[src/rtl/product_divider_pkg.sv]
`default_nettype none
// ============================================================================
//  Module      : product_divider_pkg
//  Description : Shared widths, FSM state encoding and counter sizing for the
//                product_divider restoring divider.
//  Revision    : 1.0 - initial release
// ============================================================================
package product_divider_pkg;

   // Default operand widths for the divider and its step sub-module
   localparam int P_WIDTH_DEF = 8;
   localparam int D_WIDTH_DEF = 4;

   // Iteration counter must be able to hold the value P_WIDTH itself
   localparam int CNT_WIDTH = $clog2(P_WIDTH_DEF + 1);

   // Controller states
   typedef enum logic [1:0] {
      IDLE = 2'd0,
      RUN  = 2'd1,
      DONE = 2'd2
   } state_t;

   // Counter width for an arbitrary dividend width
   function automatic int cnt_width(input int p_width);
      return $clog2(p_width + 1);
   endfunction

endpackage
`default_nettype wire

[src/rtl/product_divider_div_step.sv]
`default_nettype none
// ============================================================================
//  Module      : div_step
//  Description : One combinational restoring-division step. Appends the next
//                dividend bit to the running remainder and subtracts the
//                divisor whenever it fits.
//  Revision    : 1.0 - initial release
// ============================================================================
module div_step
   import product_divider_pkg::*;
#(
   parameter int D_WIDTH = D_WIDTH_DEF
) (
   input  logic [D_WIDTH-1:0] rem_in,
   input  logic               dividend_bit,
   input  logic [D_WIDTH-1:0] divisor,
   output logic [D_WIDTH-1:0] rem_out,
   output logic               q_bit
);

   logic [D_WIDTH:0] partial;
   logic [D_WIDTH:0] diff;

   // Trial subtraction on the one-bit-wider partial remainder; the result is
   // always below the divisor so it fits back into D_WIDTH bits
   always_comb begin
      partial = {rem_in, dividend_bit};
      diff    = partial - {1'b0, divisor};
      q_bit   = (partial >= {1'b0, divisor});
      rem_out = q_bit ? diff[D_WIDTH-1:0] : partial[D_WIDTH-1:0];
   end

endmodule
`default_nettype wire

[src/rtl/product_divider.sv]
`default_nettype none
// ============================================================================
//  Module      : product_divider
//  Description : Sequential restoring divider, one quotient bit per cycle,
//                MSB first. Divide-by-zero short-circuits straight to DONE.
//  Revision    : 1.0 - initial release
// ============================================================================
module product_divider
   import product_divider_pkg::*;
#(
   parameter int P_WIDTH = P_WIDTH_DEF,
   parameter int D_WIDTH = D_WIDTH_DEF
) (
   input  logic               clk,
   input  logic               rst,
   input  logic               start,
   input  logic [P_WIDTH-1:0] product,
   input  logic [D_WIDTH-1:0] divisor,
   output logic               busy,
   output logic               done,
   output logic [P_WIDTH-1:0] quotient,
   output logic [D_WIDTH-1:0] remainder,
   output logic               div_by_zero,
   output logic               exact
);

   localparam int               CNT_W      = cnt_width(P_WIDTH);
   localparam logic [CNT_W-1:0] C_CNT_LOAD = CNT_W'(P_WIDTH);
   localparam logic [CNT_W-1:0] C_CNT_ONE  = CNT_W'(1);

   state_t             state_q,    state_d;
   logic [CNT_W-1:0]   cnt_q,      cnt_d;
   logic [P_WIDTH-1:0] dividend_q, dividend_d;
   logic [D_WIDTH-1:0] dvsr_q,     dvsr_d;
   logic [P_WIDTH-1:0] quot_q,     quot_d;
   logic [D_WIDTH-1:0] rem_q,      rem_d;
   logic               dbz_q,      dbz_d;
   logic               exact_q,    exact_d;

   logic [D_WIDTH-1:0] step_rem;
   logic               step_qbit;

   div_step #(
      .D_WIDTH (D_WIDTH)
   ) u_div_step (
      .rem_in       (rem_q),
      .dividend_bit (dividend_q[P_WIDTH-1]),
      .divisor      (dvsr_q),
      .rem_out      (step_rem),
      .q_bit        (step_qbit)
   );

   // Next-state and datapath update; start is only honoured when not in RUN
   always_comb begin
      state_d    = state_q;
      cnt_d      = cnt_q;
      dividend_d = dividend_q;
      dvsr_d     = dvsr_q;
      quot_d     = quot_q;
      rem_d      = rem_q;
      dbz_d      = dbz_q;
      exact_d    = exact_q;

      case (state_q)
         IDLE, DONE: begin
            if (start) begin
               quot_d  = '0;
               rem_d   = '0;
               dbz_d   = 1'b0;
               exact_d = 1'b0;
               if (divisor == '0) begin
                  // No iterations needed: publish the saturated result now
                  state_d = DONE;
                  cnt_d   = '0;
                  quot_d  = '1;
                  dbz_d   = 1'b1;
               end else begin
                  state_d    = RUN;
                  cnt_d      = C_CNT_LOAD;
                  dividend_d = product;
                  dvsr_d     = divisor;
               end
            end else if (state_q == DONE) begin
               state_d = IDLE;
            end
         end
         RUN: begin
            dividend_d = dividend_q << 1;
            quot_d     = {quot_q[P_WIDTH-2:0], step_qbit};
            rem_d      = step_rem;
            cnt_d      = cnt_q - C_CNT_ONE;
            if (cnt_q == C_CNT_ONE) begin
               state_d = DONE;
               exact_d = (step_rem == '0);
            end
         end
         default: begin
            state_d = IDLE;
         end
      endcase
   end

   // State and datapath registers; reset wins over every other event
   always_ff @(posedge clk) begin
      if (rst) begin
         state_q    <= IDLE;
         cnt_q      <= '0;
         dividend_q <= '0;
         dvsr_q     <= '0;
         quot_q     <= '0;
         rem_q      <= '0;
         dbz_q      <= 1'b0;
         exact_q    <= 1'b0;
      end else begin
         state_q    <= state_d;
         cnt_q      <= cnt_d;
         dividend_q <= dividend_d;
         dvsr_q     <= dvsr_d;
         quot_q     <= quot_d;
         rem_q      <= rem_d;
         dbz_q      <= dbz_d;
         exact_q    <= exact_d;
      end
   end

   assign busy        = (state_q == RUN);
   assign done        = (state_q == DONE);
   assign quotient    = quot_q;
   assign remainder   = rem_q;
   assign div_by_zero = dbz_q;
   assign exact       = exact_q;

endmodule
`default_nettype wire

[config.mk]
export PLATFORM = sky130hd
export DESIGN_NAME = product_divider
export DESIGN_NICKNAME = d
export VERILOG_FILES = /design/src/rtl/product_divider_pkg.sv /design/src/rtl/product_divider_div_step.sv /design/src/rtl/product_divider.sv
export SDC_FILE = /design/constraint.sdc
export NUM_CORES = 1
export LEC_CHECK = 0
export ABC_AREA = 1
export BUFFER_PORTS_ARGS = -buffer_cell sky130_fd_sc_hd__buf_2
export CORE_MARGIN = 3
export CORE_UTILIZATION = 30
export DETAILED_ROUTE_END_ITERATION = 10
export GPL_TIMING_DRIVEN = 0
export PLACE_DENSITY = 0.52
export SLEW_MARGIN = 20
export SYNTH_ARGS = -nofsm -noshare
export SYNTH_HDL_FRONTEND = slang
export SYNTH_HIERARCHICAL = 1
export SYNTH_SLANG_ARGS = --single-unit
[constraint.sdc]
create_clock -name clk -period 1.8 [get_ports clk]
set_input_delay 0.09 -clock clk [delete_from_list [all_inputs] [get_ports clk]]
set_output_delay 0.09 -clock clk [all_outputs]
set_load 0.1 [all_outputs]
# == Yosys cells after proc, flatten, opt, wreduce, memory -nomap -nowiden ==
# Cells that the tools add are included.
# totals
reg_bits,32
word_cells,51
in_bits,15
out_inout_bits,16
# classes
n_mux,21
bitwise,1
magnitude_cmp,1
eq_ne,7
addsub,2
reduce_logical,11
# ops
operator,n
$mux W8,4
$pmux W8 S2,2
$mux W4,4
$pmux W4 S2,2
$reduce_and A3 Y1,3
$logic_not A4 Y1,2
$mux W2,4
$reduce_and A2 Y1,3
$ge A5 B4 Y1,1
$eq A4 B1 Y1 const B,1
$ne A2 B2 Y1 const B,2
$pmux W2 S2,1
$sub A4 B1 Y4 const B,1
$sub A4 B4 Y4,1
$mux W1,3
$ne A3 B3 Y1 const B,1
$eq A2 B1 Y1 const B,1
$eq A2 B2 Y1 const B,1
$logic_not A2 Y1,1
$ne A2 B1 Y1 const B,1
$pmux W1 S2,1
$reduce_bool A2 Y1,1
$reduce_or A2 Y1,1
$not A1 Y1,1

# == Logic depth before layout (Yosys ltp) ==
# Gate-level depths: netlist of the first run.
# logic_depth
depth_word,5
mapped_depth,13
ltp_nobuf,13

# == Cells and area by module ==
# Netlist of the first run, hierarchy kept.
# modules_own_cells
module,instances,area_per_inst_um2,cells_each,seq_area_each_um2
product_divider,1,1413.9,202,640.6
div_step,1,254.0,39,0.0

# == Worst setup path after synthesis of the first run ==
# OpenSTA, ideal clock, no wires.
# synth_timing
path_type,reg-to-reg
from,"reg rem_q[1], in the netlist remainder[1]"
to,"reg exact_q, in the netlist exact"
arrival_ps,2267
required_ps,1730
stages_incl_launch_ff,11
slack_ps,-538
setup_ps,70
period_less_slack_ps,2338
n_path_buf,0
cell_sequence,dfxtp_1 ha_1 nand2_1 nor2_4 nor2_4 nand2_4 nand2_1 nand2_1 nor3_1 nand4_1 a21oi_1
# synth_between
elab_chain_len,5
word_cells_on_any_way,6
cone_classes,add/sub: 1; order compare: 1; mux: 3; reduce/logical: 1
# synth_lines
item,line_no,source
from (decl),product_divider.sv:36,"logic [D_WIDTH-1:0] rem_q, rem_d;"
from (signal assigned),product_divider.sv:120,rem_q <= rem_d;
$ge A5 B4 Y1,product_divider_div_step.sv:29,"q_bit = (partial >= {1'b0, divisor});"
net step_qbit,product_divider.sv:41,logic step_qbit;
$mux W4,product_divider_div_step.sv:30,rem_out = q_bit ? diff[D_WIDTH-1:0] : partial[D_WIDTH-1:0];
net step_rem[1],product_divider.sv:40,logic [D_WIDTH-1:0] step_rem;
$logic_not A4 Y1,product_divider.sv:94,exact_d = (step_rem == '0);
$mux W1,product_divider.sv:92,if (cnt_q == C_CNT_ONE) begin
$pmux W1 S2,product_divider.sv:64,case (state_q)
to (signal assigned),product_divider.sv:122,exact_q <= exact_d;
to (decl),product_divider.sv:38,"logic exact_q, exact_d;"
# The timed path passes the listed nets, and every way through them passes these cells. The select of a mux whose other input is x is not followed.
# A chain may end at the register's enable or synchronous reset.

# == Final worst setup path of the first run ==
# layout_timing
from,reg dividend_q[7]
to,"reg exact_q, in the netlist exact"
# layout_between
elab_chain_len,5
word_cells_on_any_way,6
cone_classes,add/sub: 1; order compare: 1; mux: 3; reduce/logical: 1
# layout_lines
item,line_no,source
from (decl),product_divider.sv:33,"logic [P_WIDTH-1:0] dividend_q, dividend_d;"
from (signal assigned),product_divider.sv:117,dividend_q <= dividend_d;
$sub A4 B4 Y4 or $ge A5 B4 Y1 (tied branches),"product_divider_div_step.sv:28, product_divider_div_step.sv:29",
$mux W4 (*),product_divider_div_step.sv:30,
net step_rem[1],product_divider.sv:40,
$logic_not A4 Y1 (*),product_divider.sv:94,
$mux W1 (*),product_divider.sv:92,
$pmux W1 S2 (*),product_divider.sv:64,
# The timed path passes the listed nets; every way through them passes the cells marked *. The select of a mux whose other input is x is not followed.

==> results of run 1 <==
worst reg2reg max path, delay by kind of cell (launching register included):
| kind | cells | cell delay [ps] |
|---|---|---|
| fa+ha+maj | 2 | 630 |
| simple gates | 4 | 380 |
| flops | 1 | 360 |
| compound gates | 1 | 140 |
| buf+inv | 2 | 100 |
kinds of logic (layout without fill, tap and decap cells):
kind of cell,Yosys count,after routing
compound gates,19,19
simple gates,148,148
fa+ha+maj,7,7
flops,32,32
buf+inv,34,73
xor+xnor,1,1
layout by cell type, fill, tap and decap left out, types with 4 or more instances in the layout:
master,n
nand2_4,5
dfxtp_1,25
ha_4,4
inv_2,4
nor2_1,26
clkbuf_8,5
a21oi_1,13
buf_2,32
nand2_1,75
nand2_2,9
dfxtp_4,4
inv_1,22
nand3_1,24
metal layers:
layer  GRT usage, %  vias to the layer above  wire length (µm)
li1               -                      830                 -
met1          18.33                      700              2059
met2          20.36                       36              1739
met3          3.812                        8               233
met4          6.081                        0                71
met5              0                        -                 0
state kept, by name (all words and copies together) (netlist names):
| name | cells |
|---|---|
| div_by_zero | 1 |
| remainder | 4 |
| cnt_q | 4 |
| quotient | 8 |
| exact | 1 |
| state_q | 2 |
| dvsr_q | 4 |
| dividend_q | 8 |
per-stage QoR:
step | hold slack, ps | setup WS (ps) | setup TNS, ps
floorplan | 159.1 | 5.449 | 0
global placement | 329.6 | -7.618 | -7.618
detailed placement | 333.7 | -20.86 | -20.86
CTS | 15.66 | 17.03 | 0
global route | 29.76 | 0.2256 | 0
finish | 23.78 | 120.0 | 0
worst paths after layout:
check	startpoint	endpoint	slack (ps)	cells after the start
min	rst	dvsr_q[1]	20	2
min reg2reg	dvsr_q[2]	dvsr_q[2]	470	2
max	dividend_q[7]	exact	120	9
max reg2reg	dividend_q[7]	exact	120	9
repair_timing:
item | 4_1_cts | 5_1_grt
pin swaps | 1 | 6
setup endpoints to repair | 1 | 2
resized for setup | 4 | 13
setup buffers | 0 | 2
power groups by stage:
stage	Clock, mW	Combinational (mW)	Sequential (mW)
global placement	0	0.647	0.822
CTS	0.551	0.664	0.809
detailed placement	0	0.649	0.823
floorplan	0	0.410	0.931
finish	0.535	0.703	0.810
global route	0.574	0.778	0.820
area by class of cell:
class,count,area [µm²]
flip-flops and latches,32,659.4
repair buffers,32,167.7
multi-input cells,175,963.4
well taps,70,87.58
plain buffers,7,41.29
clock inverters,1,5.005
clock buffers,6,72.57
fillers,574,3137
inverters,27,103.9
==> flow_results.org, run 1 <==
** Layout
- Share of cells above drive strength 1 :: 29.29%
- At the end of the flow, the number of nets in the layout was 302.
- With fillers left out, the area of the finished cells amounts to 0.002101 mm².
- 0 antenna diodes ended up in the layout.
- Final Util :: 40.11%
- Post-route insts no fill :: 350
- Compared with the post-synthesis result, the final layout area differs by 25.96%.

** Global routing
- Entering global routing, the biggest net connects 11 pins.
- Total routing usage reported by global routing :: 13.71%
- Antenna violations before repair :: 0
- The total overflow left after global routing is 0.
- Number of global-route vias before repair :: 1399
- Global-route wire length before repair :: 6.699 mm

** Logic synthesis
- Summing the sequential cell areas from Yosys gives 38.41% of the chip area.
- Counting every net in the synthesized netlist gives 263.
- Cell types with the highest counts after synthesis :: 81 x nand2_1, 32 x dfxtp_1, 26 x nor2_1
- Biggest area contributors in the synthesized netlist :: dfxtp_1 38%, nand2_1 18%, nand3_1 7.2%
- Avg Cell Area, Syn :: 6.921 µm²
- Unique cell type count in the Yosys netlist :: 27
- Synthesized-area fraction occupied by xor and xnor cells :: 0.5251%
- Area fraction in and, or, nand and nor cells after synthesis :: 40.66%
- Library cell occupying the most area in the post-synthesis netlist :: dfxtp_1
- Post-Synthesis Cells :: 241
- Of the total synthesized cell area, the portion taken by full adders, half adders and majority gates is 5.701%.
- Share of cell area taken by muxes after synthesis :: 0%
- Mapped Area :: 0.001668 mm²
- After synthesis the netlist holds a flip-flop and latch count of 32.
- Summing the areas of all compound-gate instances in the mapped netlist gives 6.002% of the synthesized area.
- Yosys printed 6 warnings.
- Dominant combinational cell family by area after synthesis :: simple AND/OR/NAND/NOR gates
- Top-area cell type share of the netlist area :: 38.41%
- Most frequently used cell type in the post-synthesis netlist :: nand2_1
- EDFF count, synth :: 0
- For this run, the leading register cell type out of synthesis is dfxtp_1.
- In the synthesized netlist the async set-or-reset flop fraction comes to 0%.

** Floorplan
- Width of the die :: 80.56 µm
- Starting density of the core :: 31.84%
- The initialized floorplan defines 26 standard-cell rows.
- Die span in y :: 80.56 µm
- Number of ports placed on the die boundary :: 31
- Total die area :: 0.006490 mm²
- Core outline area :: 0.005238 mm²

** Timing
- Maximum clock frequency :: 595.2 MHz
- The hold violation count in the final report came to 0.
- Unrepaired setup endpoints after global routing :: no
- The final-report max-slew violation count came to 0.
- Clock skew :: 4.875 ps
- Dividing the final minimum period by the clock period gives 93.33%.
- Max_slew headroom :: 63.07%
- Transition at the pin with the smallest max-transition slack :: 553.9 ps
- Setup violations remaining at the end of the flow were counted as 0.
- The smallest clock period supported by the final layout is computed as 1680 ps.

** Drt
- Dividing the detail-routed via count by the number of cells gives 4.497.
- Wire per inst :: 11.73 µm
- Across all layers, the routed design uses 1574 vias.
- Initial drt markers :: 40
- First-pass iteration count of the detailed router :: 4
- For this block, the routed nets add up to 4.104 mm of wire.
- Count of antenna-violating nets left after detailed routing :: 0
- DRC violations left :: 0

** Setup path
- The critical path goes through inv_1, ha_4, fa_1, inv_1, nand2_1, nand2_2, nor3_2, nand4_1, a21oi_2.
- Of all nets on the critical path, the largest fanout is 3.
- Delay of the slowest cell on the worst path :: 470 ps
- At the worst endpoint, the required time is 2020 ps.
- Among all stages on the critical path, the largest delay is contributed by fa_1.
- For the worst setup path, the data arrival time is 1900 ps.
- STA classifies the critical path startpoint as a register.
- Top cell by count, worst path :: inv_1
- Family of cells with the greatest summed delay on the critical path :: adder cells
- The number of buffers and inverters on the critical path is 2.
- STA classifies the critical path endpoint as a register.
- By startpoint and endpoint, the worst setup path is classified as register to register.

** Clocking
- In this run the number of H-tree levels came out at 2.
- In this run, post-CTS hold repair placed 0 buffers.
- At the later pin of the worst-skew pair, clock insertion delay measures 290 ps.
- Clock-pin slew reported for the worst setup and hold paths after clock tree synthesis :: 70 ps
- TritonCTS built the clock tree.
- Counting along the longest clock path gives a buffer depth of 2.
- TritonCTS sink count :: 32
- Number of buffers added by the clock tree synthesis step :: 5
- Root buffer cell :: clkbuf_8

** Status
- Result of the run :: complete, no violations

** Min path
- Path class of the lowest-slack min-delay path :: primary input to register

** Power and ir drop
- In this run the static leakage power is 1.037 nW.
- Cell internal power was estimated by the tool at 1.258 mW.
- Net switching power :: 0.7894 mW
- The clock network accounts for 26.1% of the total power.
- Maximum resistive drop on vdd :: 0.0004012 V
- In this run, the combinational gates consume 34.3% of the power.
- Total power density per cell area :: 974.8 mW/mm²
- Post-layout power :: 2.048 mW
- Registers are responsible for 39.5% of the overall power.
- Of the total power, the share spent switching nets is 38.55%.

** Placement
- Port buffering added 30 buffers.
- HPWL Detailed :: 2.954 mm
- Cell count after placement :: 341
- Area post-placement :: 0.001931 mm²
- At the end of routability-driven placement, the weighted congestion stood at 0.7392.

** Flow run
- Max Cap Viol :: 0
No activity file was read; power rests on OpenSTA's default activity.
==> run 2: changes to the inputs <==
--- a/config.mk
+++ b/config.mk
@@ -12,6 +12,7 @@
 export DETAILED_ROUTE_END_ITERATION = 10
 export GPL_TIMING_DRIVEN = 0
 export PLACE_DENSITY = 0.52
+export REMOVE_ABC_BUFFERS = 1
 export SLEW_MARGIN = 20
 export SYNTH_ARGS = -nofsm -noshare
 export SYNTH_HDL_FRONTEND = slang
==> flow_results.org, run 2 (synthesized netlist as in run 1, its figures left out) <==
** Timing
- The final critical-path share of the clock period came to 93.83% (+0.50 points).
- Hold Fails Final Rpt :: 0 (unchanged)
- The maximum clock rate came to 592.1 MHz (-0.53%).
- The clock period minus worst slack was 1689 ps (+9.013 ps).
- Transition at the pin with the smallest max-transition slack :: 632.2 ps (+78.29 ps)
- Max_slew headroom :: 57.81% (-5.3 points)
- The final critical-path setup slack is 111.0 ps (-9.013 ps).
- Pins over their slew limit :: 0 (unchanged)
- The number of setup violations in the final report was 0 (unchanged).
- Clock skew :: 8.884 ps (+4.009 ps)

** Power and ir drop
- Post-layout power :: 2.079 mW (+1.5%)
- The maximum ir drop on the vdd rail came to 0.0004515 V (+13%).
- Pleak :: 1.012 nW (-2.5%)
- Total power density per cell area :: 1012 mW/mm² (+3.8%)

** Floorplan
- Width of the die :: 80.56 µm (unchanged)
- Starting density of the core :: 31.84% (unchanged)
- Number of ports placed on the die boundary :: 31 (unchanged)
- The overall die area is 0.006490 mm² (unchanged).
- The number of rows in the core area was 26 (unchanged).
- The area of the core came to 0.005238 mm² (unchanged).
- The vertical extent of the die came to 80.56 µm (unchanged).

** Layout
- Area of the multi-input gates :: 949.7 µm² (-1.4%)
- The footprint of the flip-flops and latches came to 649.4 µm² (-1.5%).
- The number of nets in the finished design was 295 (-2.3%).
- Synthesis-to-finish area growth :: 23.26%
- Post-route insts no fill :: 344 (-1.7%)
- The count of antenna diodes in the layout is 0 (unchanged).
- The number of fill cells was 578 (+0.70%).
- Design Area, Final :: 0.002056 mm² (-2.1%)
- Leaving out fill and tap cells, the most frequent cell in the layout is nand2_1.
- Leaving out fill and tap cells, the most frequent cells in the layout are 76 x nand2_1, 29 x buf_2, 26 x nor2_1.
- The proportion of layout cells with a drive suffix above 1 is 28.10% (-1.2 points).
- Final Util :: 39.25% (-0.86 points)

** Min path
- Path class of the lowest-slack min-delay path :: primary input to register
- The startpoint identified for the worst hold timing path is divisor[1].

** Placement
- The minimum setup slack after placement was -41.82 ps (-20.96 ps).
- Placer's final routability congestion estimate :: 0.7714 (+4.4%)
- The placed standard-cell area came to 0.001864 mm² (-3.4%).
- The number of buffers inserted by port buffering was 30 (unchanged).
- The placed wire-length estimate is 2.679 mm (-9.3%).
- Cell count after placement :: 334 (-2.1%)

** Clocking
- CTS placed an instance of clkbuf_8 at the clock tree root.
- The number of sinks on the clock net is 32 (unchanged).
- The maximum count of clock buffers along a single path came to 2 (unchanged).
- The CTS clock-pin slew for the worst setup and hold paths came to 70 ps (about the same).
- The hold-fix buffer count after cts is 0 (unchanged).
- Latest clock arrival within the worst-skew pair :: 290 ps (about the same)
- CTS tree :: yes
- The number of levels in the clock H-tree came to 2 (unchanged).
- Number of buffers added by the clock tree synthesis step :: 5 (unchanged)

** Setup path
- The worst endpoint data arrival time was 1900 ps (about the same).
- Worst setup path class :: register to register
- The signal on the critical path passes through inv_1, ha_4, fa_1, inv_1, nand2_1, nand2_2, nor3_2, nand4_1, a21oi_1.
- The number of buffers and inverters on the critical path is 2 (unchanged).
- CP Capture Type :: register
- Family of cells with the greatest summed delay on the critical path :: adder cells
- CP max-delay cell :: fa_1
- The startpoint identified for the worst register-to-register timing path is dividend_q[7].
- The most numerous cell type found on the critical path is inv_1.
- The data required time of the worst path came to 2010 ps (about the same).
- The worst setup path is launched from a register.
- Largest fanout on the critical path :: 3 (unchanged)
- Worst setup path start :: dividend_q[7]
- Delay of the slowest cell on the worst path :: 480 ps (about the same)

** Flow run
- Max Cap Viol :: 0 (unchanged)

** Drt
- The detailed-routing iteration count for the pre-antenna-repair pass came to 4 (unchanged).
- The total number of vias came to 1514 (-3.8%).
- The vias per cell is 4.401 (-2.1%).
- The wire length after detailed routing was 3.855 mm (-6.1%).
- The routed length per placed instance came to 11.21 µm (-4.4%).
- Initial drt markers :: 63 (+57%)
- DRC violations left :: 0 (unchanged)
- Count of antenna-violating nets left after detailed routing :: 0 (unchanged)

** Global routing
- Number of global-route vias before repair :: 1412 (+0.93%)
- The pin count of the biggest net entering global routing was 25 (+14).
- The wire length of the first global-routing pass was 6.341 mm (-5.3%).
- The global-route congestion overflow total came to 0 (unchanged).
- The number of antenna violations at the first check in global routing is 0 (unchanged).
- Total routing usage reported by global routing :: 12.63% (-1.1 points)

** Status
- Result of the run :: complete, no violations
==> run 2: final timing paths <==
kind / to / slack (ps) / cells after the start
max: exact / 110 / 9
min: dvsr_q[1] / 60 / 3
max reg2reg: exact / 110 / 9
min reg2reg: dvsr_q[3] / 470 / 2
==> run 2: report_power, final <==
group          switching, mW  total, mW  internal, mW
combinational          0.463      0.685         0.221
sequential            0.0431      0.812         0.769
clock                  0.272      0.583         0.311
==> run 2: stage by stage <==
stage | hold slack [ps] | TNS (ps)
finish | 55.30 | 0
floorplan | 159.1 | -2441
global route | 54.99 | -17.56
CTS | 47.10 | 0
detailed placement | 365.6 | -41.82
global placement | 362.6 | -17.80
==> run 2: worst reg2reg max path, delay by kind of cell, from the launching register on <==
family / cells / cell delay, ps
DFF: 1 / 350
AOI/OAI and AO/OA: 1 / 150
and+or+nand+nor: 4 / 380
buffers and inverters: 2 / 110
adders and majority gates: 2 / 640
==> run 2: what timing repair did <==
action | 4_1_cts | 5_1_grt
resized for setup | 7 | 13
gates cloned | 0 | 0
buffers inserted | 0 | 2
pin swaps | 1 | 9
setup endpoints to repair | 2 | 1
==> run 2: routing by layer <==
metal	wire length, µm	part of all wire, %	GRT usage (%)
met3	202	5.2	4.036
met2	1675	43	19.95
met4	56	1.5	4.561
met5	0	0	0
met1	1921	50	16.02
==> run 2: cell type report <==
class	count	share of cell area (%)
clock buffers	7	4.200
clock inverters	1	0.3652
inverters	27	5.052
multi-input cells	175	46.20
flip-flops and latches	32	31.59
well taps	70	4.261
repair buffers	32	8.338
